==> src/rtl/mult_uint8_top.sv <==
// Exact unsigned BIT_WIDTH x BIT_WIDTH multiplier: AND-array partial products, carry-save rows, ripple CPA.
// Latency 1 cycle (registered product), throughput 1/cycle, no backpressure; async active-high reset clears out.
module mult_uint8_top #(
    parameter int BIT_WIDTH = 8,
    parameter int OUT_WIDTH = 16
) (
    input  logic                 clk,
    input  logic                 rst,
    input  logic [BIT_WIDTH-1:0] in_a,
    input  logic [BIT_WIDTH-1:0] in_b,
    output logic [OUT_WIDTH-1:0] out
);

    if (OUT_WIDTH != 2 * BIT_WIDTH) begin : g_width_check
        $error("mult_uint8_top: OUT_WIDTH must equal 2*BIT_WIDTH");
    end

    // Partial-product rows, each already shifted to its weight.
    logic [OUT_WIDTH-1:0] pp_row [BIT_WIDTH];

    for (genvar i = 0; i < BIT_WIDTH; i++) begin : g_pp
        for (genvar k = 0; k < OUT_WIDTH; k++) begin : g_bit
            if (k >= i && k < i + BIT_WIDTH) begin : g_and
                assign pp_row[i][k] = in_a[k-i] & in_b[i];
            end else begin : g_zero
                assign pp_row[i][k] = 1'b0;
            end
        end
    end

    // Carry-save accumulation: one full-adder row per partial product keeps
    // the running total as (sum_row + carry_row). Carries shifted out of the
    // top are always zero because the exact product fits in OUT_WIDTH bits.
    logic [OUT_WIDTH-1:0] sum_row   [BIT_WIDTH];
    logic [OUT_WIDTH-1:0] carry_row [BIT_WIDTH];

    assign sum_row[0]   = pp_row[0];
    assign carry_row[0] = '0;

    for (genvar i = 1; i < BIT_WIDTH; i++) begin : g_csa
        logic [OUT_WIDTH-1:0] maj;
        assign sum_row[i]   = sum_row[i-1] ^ carry_row[i-1] ^ pp_row[i];
        assign maj          = (sum_row[i-1] & carry_row[i-1])
                            | (sum_row[i-1] & pp_row[i])
                            | (carry_row[i-1] & pp_row[i]);
        assign carry_row[i] = {maj[OUT_WIDTH-2:0], 1'b0};
    end

    logic [OUT_WIDTH-1:0] cpa_sum;

    always_comb begin
        logic c;
        logic x;
        logic y;
        cpa_sum = '0;
        c       = 1'b0;
        for (int k = 0; k < OUT_WIDTH; k++) begin
            x          = sum_row[BIT_WIDTH-1][k];
            y          = carry_row[BIT_WIDTH-1][k];
            cpa_sum[k] = x ^ y ^ c;
            c          = (x & y) | (x & c) | (y & c);
        end
    end

    always_ff @(posedge clk or posedge rst) begin
        if (rst) begin
            out <= '0;
        end else begin
            out <= cpa_sum;
        end
    end

endmodule

==> config.mk <==
export PLATFORM = sky130hd
export DESIGN_NAME = mult_uint8_top
export DESIGN_NICKNAME = d
export VERILOG_FILES = /design/src/rtl/mult_uint8_top.sv
export SDC_FILE = /design/constraint.sdc
export NUM_CORES = 1
export LEC_CHECK = 0
export CORE_MARGIN = 5
export CORE_UTILIZATION = 30
export DETAILED_ROUTE_END_ITERATION = 8
export PLACE_DENSITY_LB_ADDON = 0.08
export SYNTH_ARGS = -nofsm -noshare
export SYNTH_HDL_FRONTEND = slang
export SYNTH_SLANG_ARGS = --single-unit
==> constraint.sdc <==
create_clock -name clk -period 0.8 [get_ports clk]
set_clock_uncertainty 0.05 [all_clocks]
set_input_delay 0.08 -clock clk [delete_from_list [all_inputs] [get_ports clk]]
set_output_delay 0.08 -clock clk [all_outputs]
set_load 0.005 [all_outputs]
## Word-level counts from Yosys, hierarchy flattened

Cells that the tools add are included.

- Flip-flop bits (word level): 16
- Input port bits: 18
- Output and inout bits: 16
- Word-level logic and storage cells: 204

- Bitwise gates (word level): 203

Operators by type and width:

| kind | count |
|---|---|
| 1-bit AND | 104 |
| 14-bit by 15-bit AND with 15-bit output | 2 |
| 15-bit OR | 2 |
| 13-bit by 14-bit AND with 14-bit output | 2 |
| 14-bit OR | 2 |
| 1-bit XOR | 28 |
| 12-bit by 13-bit AND with 13-bit output | 2 |
| 1-bit OR | 26 |
| 13-bit OR | 2 |
| 11-bit by 12-bit AND with 12-bit output | 2 |
| 12-bit OR | 2 |
| 10-bit by 11-bit AND with 11-bit output | 2 |
| 11-bit OR | 2 |
| 9-bit by 10-bit AND with 10-bit output | 2 |
| 10-bit OR | 2 |
| 15-bit AND | 1 |
| 14-bit by 15-bit XOR with 15-bit output | 1 |
| 15-bit XOR | 1 |
| 14-bit AND | 1 |
| 13-bit by 14-bit XOR with 14-bit output | 1 |
| 14-bit XOR | 1 |
| 13-bit AND | 1 |
| 12-bit by 13-bit XOR with 13-bit output | 1 |
| 13-bit XOR | 1 |
| other kinds (12) | 12 |

## Logic depth before layout (Yosys ltp)

- Word-level depth: 61
- Gate-level depth with buffers: 19
- Depth with buffers taken out: 19

## Worst setup path after synthesis

Ideal clock, no wire load.

- Path kind: input to register
- From: in in_a[5]
- To: reg out[14]
- Library setup time: 0.135 ns
- Arrival: 6.169 ns
- Data required time: 0.615 ns
- Path slack: -5.555 ns
- Cell stages on the path: 19
- Path buffers: 0
- Cell sequence: and2_1 ha_1 inv_1 fa_1 inv_1 fa_1 fa_1 inv_1 fa_1 fa_1 inv_1 fa_1 ha_1 fa_1 fa_1 fa_1 fa_1 fa_1 fa_1

- Longest elaborated chain between the ends: 42
- Elaborated cells on any way between the ends: 97
- Classes of those cells: 97 x bitwise

Ends and longest elaborated chain:

| what | line | source |
|---|---|---|
| from (decl) | 9 | `input logic [BIT_WIDTH-1:0] in_a,` |
| 1-bit AND | 24 | `assign pp_row[i][k] = in_a[k-i] & in_b[i];` |
| 8-bit by 9-bit XOR with 9-bit output | 42 | `assign sum_row[i] = sum_row[i-1] ^ carry_row[i-1] ^ pp_row[i];` |
| 9-bit by 10-bit XOR with 10-bit output | 42 |  |
| 10-bit XOR | 42 |  |
| 10-bit by 11-bit XOR with 11-bit output | 42 |  |
| 11-bit XOR | 42 |  |
| 11-bit by 12-bit XOR with 12-bit output | 42 |  |
| 12-bit XOR | 42 |  |
| [25 not listed] | - |  |
| 1-bit OR (2 in series) | 61 | `c = (x & y) \| (x & c) \| (y & c);` |
| 1-bit AND | 61 |  |
| 1-bit OR (2 in series) | 61 |  |
| 1-bit AND | 61 |  |
| 1-bit OR | 61 |  |
| 1-bit OR (*) | 61 |  |
| 1-bit XOR (*) | 60 | `cpa_sum[k] = x ^ y ^ c;` |
| named net cpa_sum[14] | 49 | `logic [OUT_WIDTH-1:0] cpa_sum;` |
| to (signal assigned) | 69 | `out <= cpa_sum;` |
| to (decl) | 11 | `output logic [OUT_WIDTH-1:0] out` |

The timed path passes the listed nets; every way through them passes the cells marked *.

## Worst setup path in the final report

- From: in in_b[1]
- To: reg out[14]

- Longest elaborated chain between the ends: 52
- Elaborated cells on any way between the ends: 115
- Classes of those cells: 115 x bitwise

Ends and longest elaborated chain:

| what | line | source |
|---|---|---|
| from (decl) | 10 | `input logic [BIT_WIDTH-1:0] in_b,` |
| 1-bit AND | 24 |  |
| 8-bit by 9-bit XOR with 9-bit output | 42 |  |
| 9-bit by 10-bit AND with 10-bit output (tied with other cells) | 43 | `assign maj = (sum_row[i-1] & carry_row[i-1])` |
| 10-bit OR / 10-bit XOR (equally long branches) | 44, 42 |  |
| 10-bit OR (tied with other cells) | 45 | `\| (carry_row[i-1] & pp_row[i]);` |
| 10-bit by 11-bit XOR with 11-bit output (tied with other cells) | 42 |  |
| 11-bit XOR (tied with other cells) | 42 |  |
| 11-bit by 12-bit XOR with 12-bit output (tied with other cells) | 42 |  |
| [34 not listed] | - |  |
| 1-bit AND | 61 |  |
| 1-bit OR (2 in series) | 61 |  |
| 1-bit AND | 61 |  |
| 1-bit OR (2 in series) | 61 |  |
| 1-bit AND | 61 |  |
| 1-bit OR (2 in series) | 61 |  |
| 1-bit XOR (*) | 60 |  |
| named net cpa_sum[14] | 49 |  |

Marked as above.

==> results.sh <==
export IMPL_status="finished with violations"
export IMPL_yosys_top_cells_area="fa_1 (49%), dfrtp_1 (20%), and2_1 (14%)"
export IMPL_worst_pin_slew_ns=0.185
export IMPL_cts_max_level=1
export IMPL_swShare_pct=37.4
export IMPL_grt_pass1_vias=1556
export IMPL_die_area_sq_mm=0.00832
export IMPL_setup_violations=30
export IMPL_report_final_slew_viol_count=0
export IMPL_startpoint_type="input pin"
export IMPL_grt_pass1_wl_um=7130
export IMPL_min_period_over_period_pct=711
export IMPL_rsz0062_at_grt="true"
export IMPL_initial_utilization_pct=31.0
export IMPL_synth_edf_count=0
export IMPL_crit_path_end_kind="flop"
export IMPL_grt_use_total_pct=10.5
export IMPL_cts_buffers=3
export IMPL_layout_nets=316
export IMPL_p_int_mw=3.22
export IMPL_synth_top_cell_area_share_pct=48.6
export IMPL_largest_reg_flops=16
export IMPL_p_clk_share_pct=14.1
export IMPL_fmax_mhz=176
export IMPL_ys_seq_area_share_pct=20.2
export IMPL_p_switching_mw=1.92
export IMPL_ios=34
export IMPL_hpwl_um=3390
export IMPL_die_h_um=91.2
export IMPL_syn_area_sq_mm=0.00198
export IMPL_rows=29
export IMPL_syn2layout_area_growth_pct=38.9
export IMPL_yosys_area_top_type="fa_1"
export IMPL_clk_root_buffer_cell="clkbuf_8"
export IMPL_seq_power_share_pct=24.2
export IMPL_ys_flop_type="dfrtp_1"
export IMPL_tns_ns=-42.79
export IMPL_violations="setup timing"
export IMPL_maxCapViolCount=0
export IMPL_synthCells=181
export IMPL_hold_viol_final=0
export IMPL_wl_per_cell_um=12.2
export IMPL_avgSynthCellArea_sq_um=10.9
export IMPL_yosysUniqueCellTypes=6
export IMPL_pre_cts_ws_ns=-5.77
export IMPL_synth_seq_cells=16
export IMPL_path_class="in2reg"
export IMPL_setup_slack_ns=-4.89
export IMPL_netlist_top_cells_count="fa_1 (48), inv_1 (45), and2_1 (43)"
export IMPL_drt_iter0_drc=33
export IMPL_ys_warn_count=0
export IMPL_totalWireLength_um=3880
export IMPL_cts_hold_buf=0
export IMPL_place_area_sq_mm=0.00263
export IMPL_worstSetupStartpoint="in_b[1]"
export IMPL_antenna_found_initial=0
export IMPL_timing_slew_headroom_pct=87.6
export IMPL_peakVddDrop_uv=1030
export IMPL_cts_tree="done"
export IMPL_drtPass1Iterations=4
export IMPL_top_register="out"
export IMPL_reg_top3="out: 16 flops"
export IMPL_timing_hold_ws_ns=0.0235
export IMPL_final_area_sq_mm=0.00275
export IMPL_async_flop_share_pct=100
export IMPL_routabilityCongestion=0.716
export IMPL_period_needed_ns=5.69
export IMPL_fillerInstances=652
export IMPL_grt_max_degree=17
export IMPL_synth_most_common_cell="fa_1"
export IMPL_drive_gt1_share_pct=45.2
export IMPL_cts_clk_slew_worst_paths_ns=0.06
export IMPL_grt_overflow=0
export IMPL_min_from="in_b[0]"
export IMPL_power_frac_comb_pct=61.7
export IMPL_routed_via_density=4.25
export IMPL_syn_nets=255
export IMPL_vias=1350
export IMPL_die_x_um=91.2
export IMPL_power_density_mw_per_mm2=1870
export IMPL_hold_path_class="in2reg"
export IMPL_cts_sinks=16
export IMPL_p_total_mw=5.14
export IMPL_ant_nets=0
export IMPL_core_area_sq_mm=0.00639
export IMPL_drc_errors=0
export IMPL_cts_buffer_depth=2
export IMPL_portBuffers=33
export IMPL_insertedDiodeCount=0
export IMPL_power_leakage_nw=1.30
export IMPL_worst_path_max_fanout=4
export IMPL_arrival_ns=5.76
export IMPL_worstPathRequired_ns=0.88
==> metal layers <==
metal / track usage [%] / vias up / part of all wire [%]
li1: - / 630 / -
met1: 12.8 / 691 / 40
met2: 18.5 / 25 / 54
met3: 1.40 / 4 / 4.5
met4: 4.52 / 0 / 1.6
met5: 0 / - / 0
==> kinds of logic (layout without fill, tap and decap cells) <==
group | Yosys count | in the layout | synth area share [%]
flops | 16 | 16 | 20.2
fa+ha+maj | 56 | 56 | 53.6
simple gates | 64 | 64 | 17.6
buf+inv | 45 | 105 | 8.54
==> cell type report <==
cell class              instances  area [sq um]  area share (%)
inverters                      45           169            6.15
flip-flops and latches         16           400            14.6
multi-input cells             120          1580            57.5
well taps                      77          96.3            3.51
repair buffers                 56           448            16.3
clock buffers                   4          55.1            2.00
==> stage by stage <==
stage	utilization, %	std cells
finish	43.0	318
global route	43.0	318
CTS	42.7	318
detailed placement	41.2	311
global placement	41.2	311
floorplan	-	181
==> worst max-delay path, cell delays in order <==
cell and delay [ns]:
buf_8 0.10, and2_4 0.15, ha_4 0.23, fa_1 0.45, fa_1 0.55, fa_2 0.46, fa_2 0.55, inv_2 0.04
fa_2 0.34, inv_2 0.06, fa_1 0.41, ha_2 0.20, fa_2 0.33, fa_2 0.34, fa_2 0.34, fa_2 0.34
fa_2 0.34, fa_1 0.43
==> worst paths after layout <==
path,end,slack (ns),depth (start not counted)
max,out[14]$_DFF_PP0_,-4.89,18
min,out[0]$_DFF_PP0_,0.02,2
max in group asynchronous,out[14]$_DFF_PP0_,0.49,3
min in group asynchronous,out[6]$_DFF_PP0_,0.09,3
==> repair_timing <==
item / CTS / global route
setup endpoints to repair: 31 / 31
endpoints found under the hold margin: 0 / 0
resized for setup: 146 / 10
pin swaps: 41 / 31
buffers inserted: 3 / 1
==> power by group through the flow <==
stage / registers, mW / logic [mW] / clock network, mW
global placement: 1.27 / 3.47 / 0
finish: 1.24 / 3.17 / 0.725
detailed placement: 1.28 / 3.48 / 0
floorplan: 1.33 / 2.01 / 0
global route: 1.28 / 3.80 / 0.800
CTS: 1.25 / 3.31 / 0.764
==> cells in the final DEF, fill, tap and decap left out <==
cell             count
ha_4                 7
buf_4               18
ha_2                 1
buf_12               1
and2_1              32
buf_6                7
fa_1                27
clkbuf_8             4
fa_2                21
inv_1               28
buf_2               19
and2_4              11
clkdlybuf4s50_1      6
dfrtp_1             16
inv_2               17
clkdlybuf4s15_2      1
dlygate4sd2_1        2
buf_8                2
nand2_1             21
Note: power is estimated with default switching activity, not from simulation.
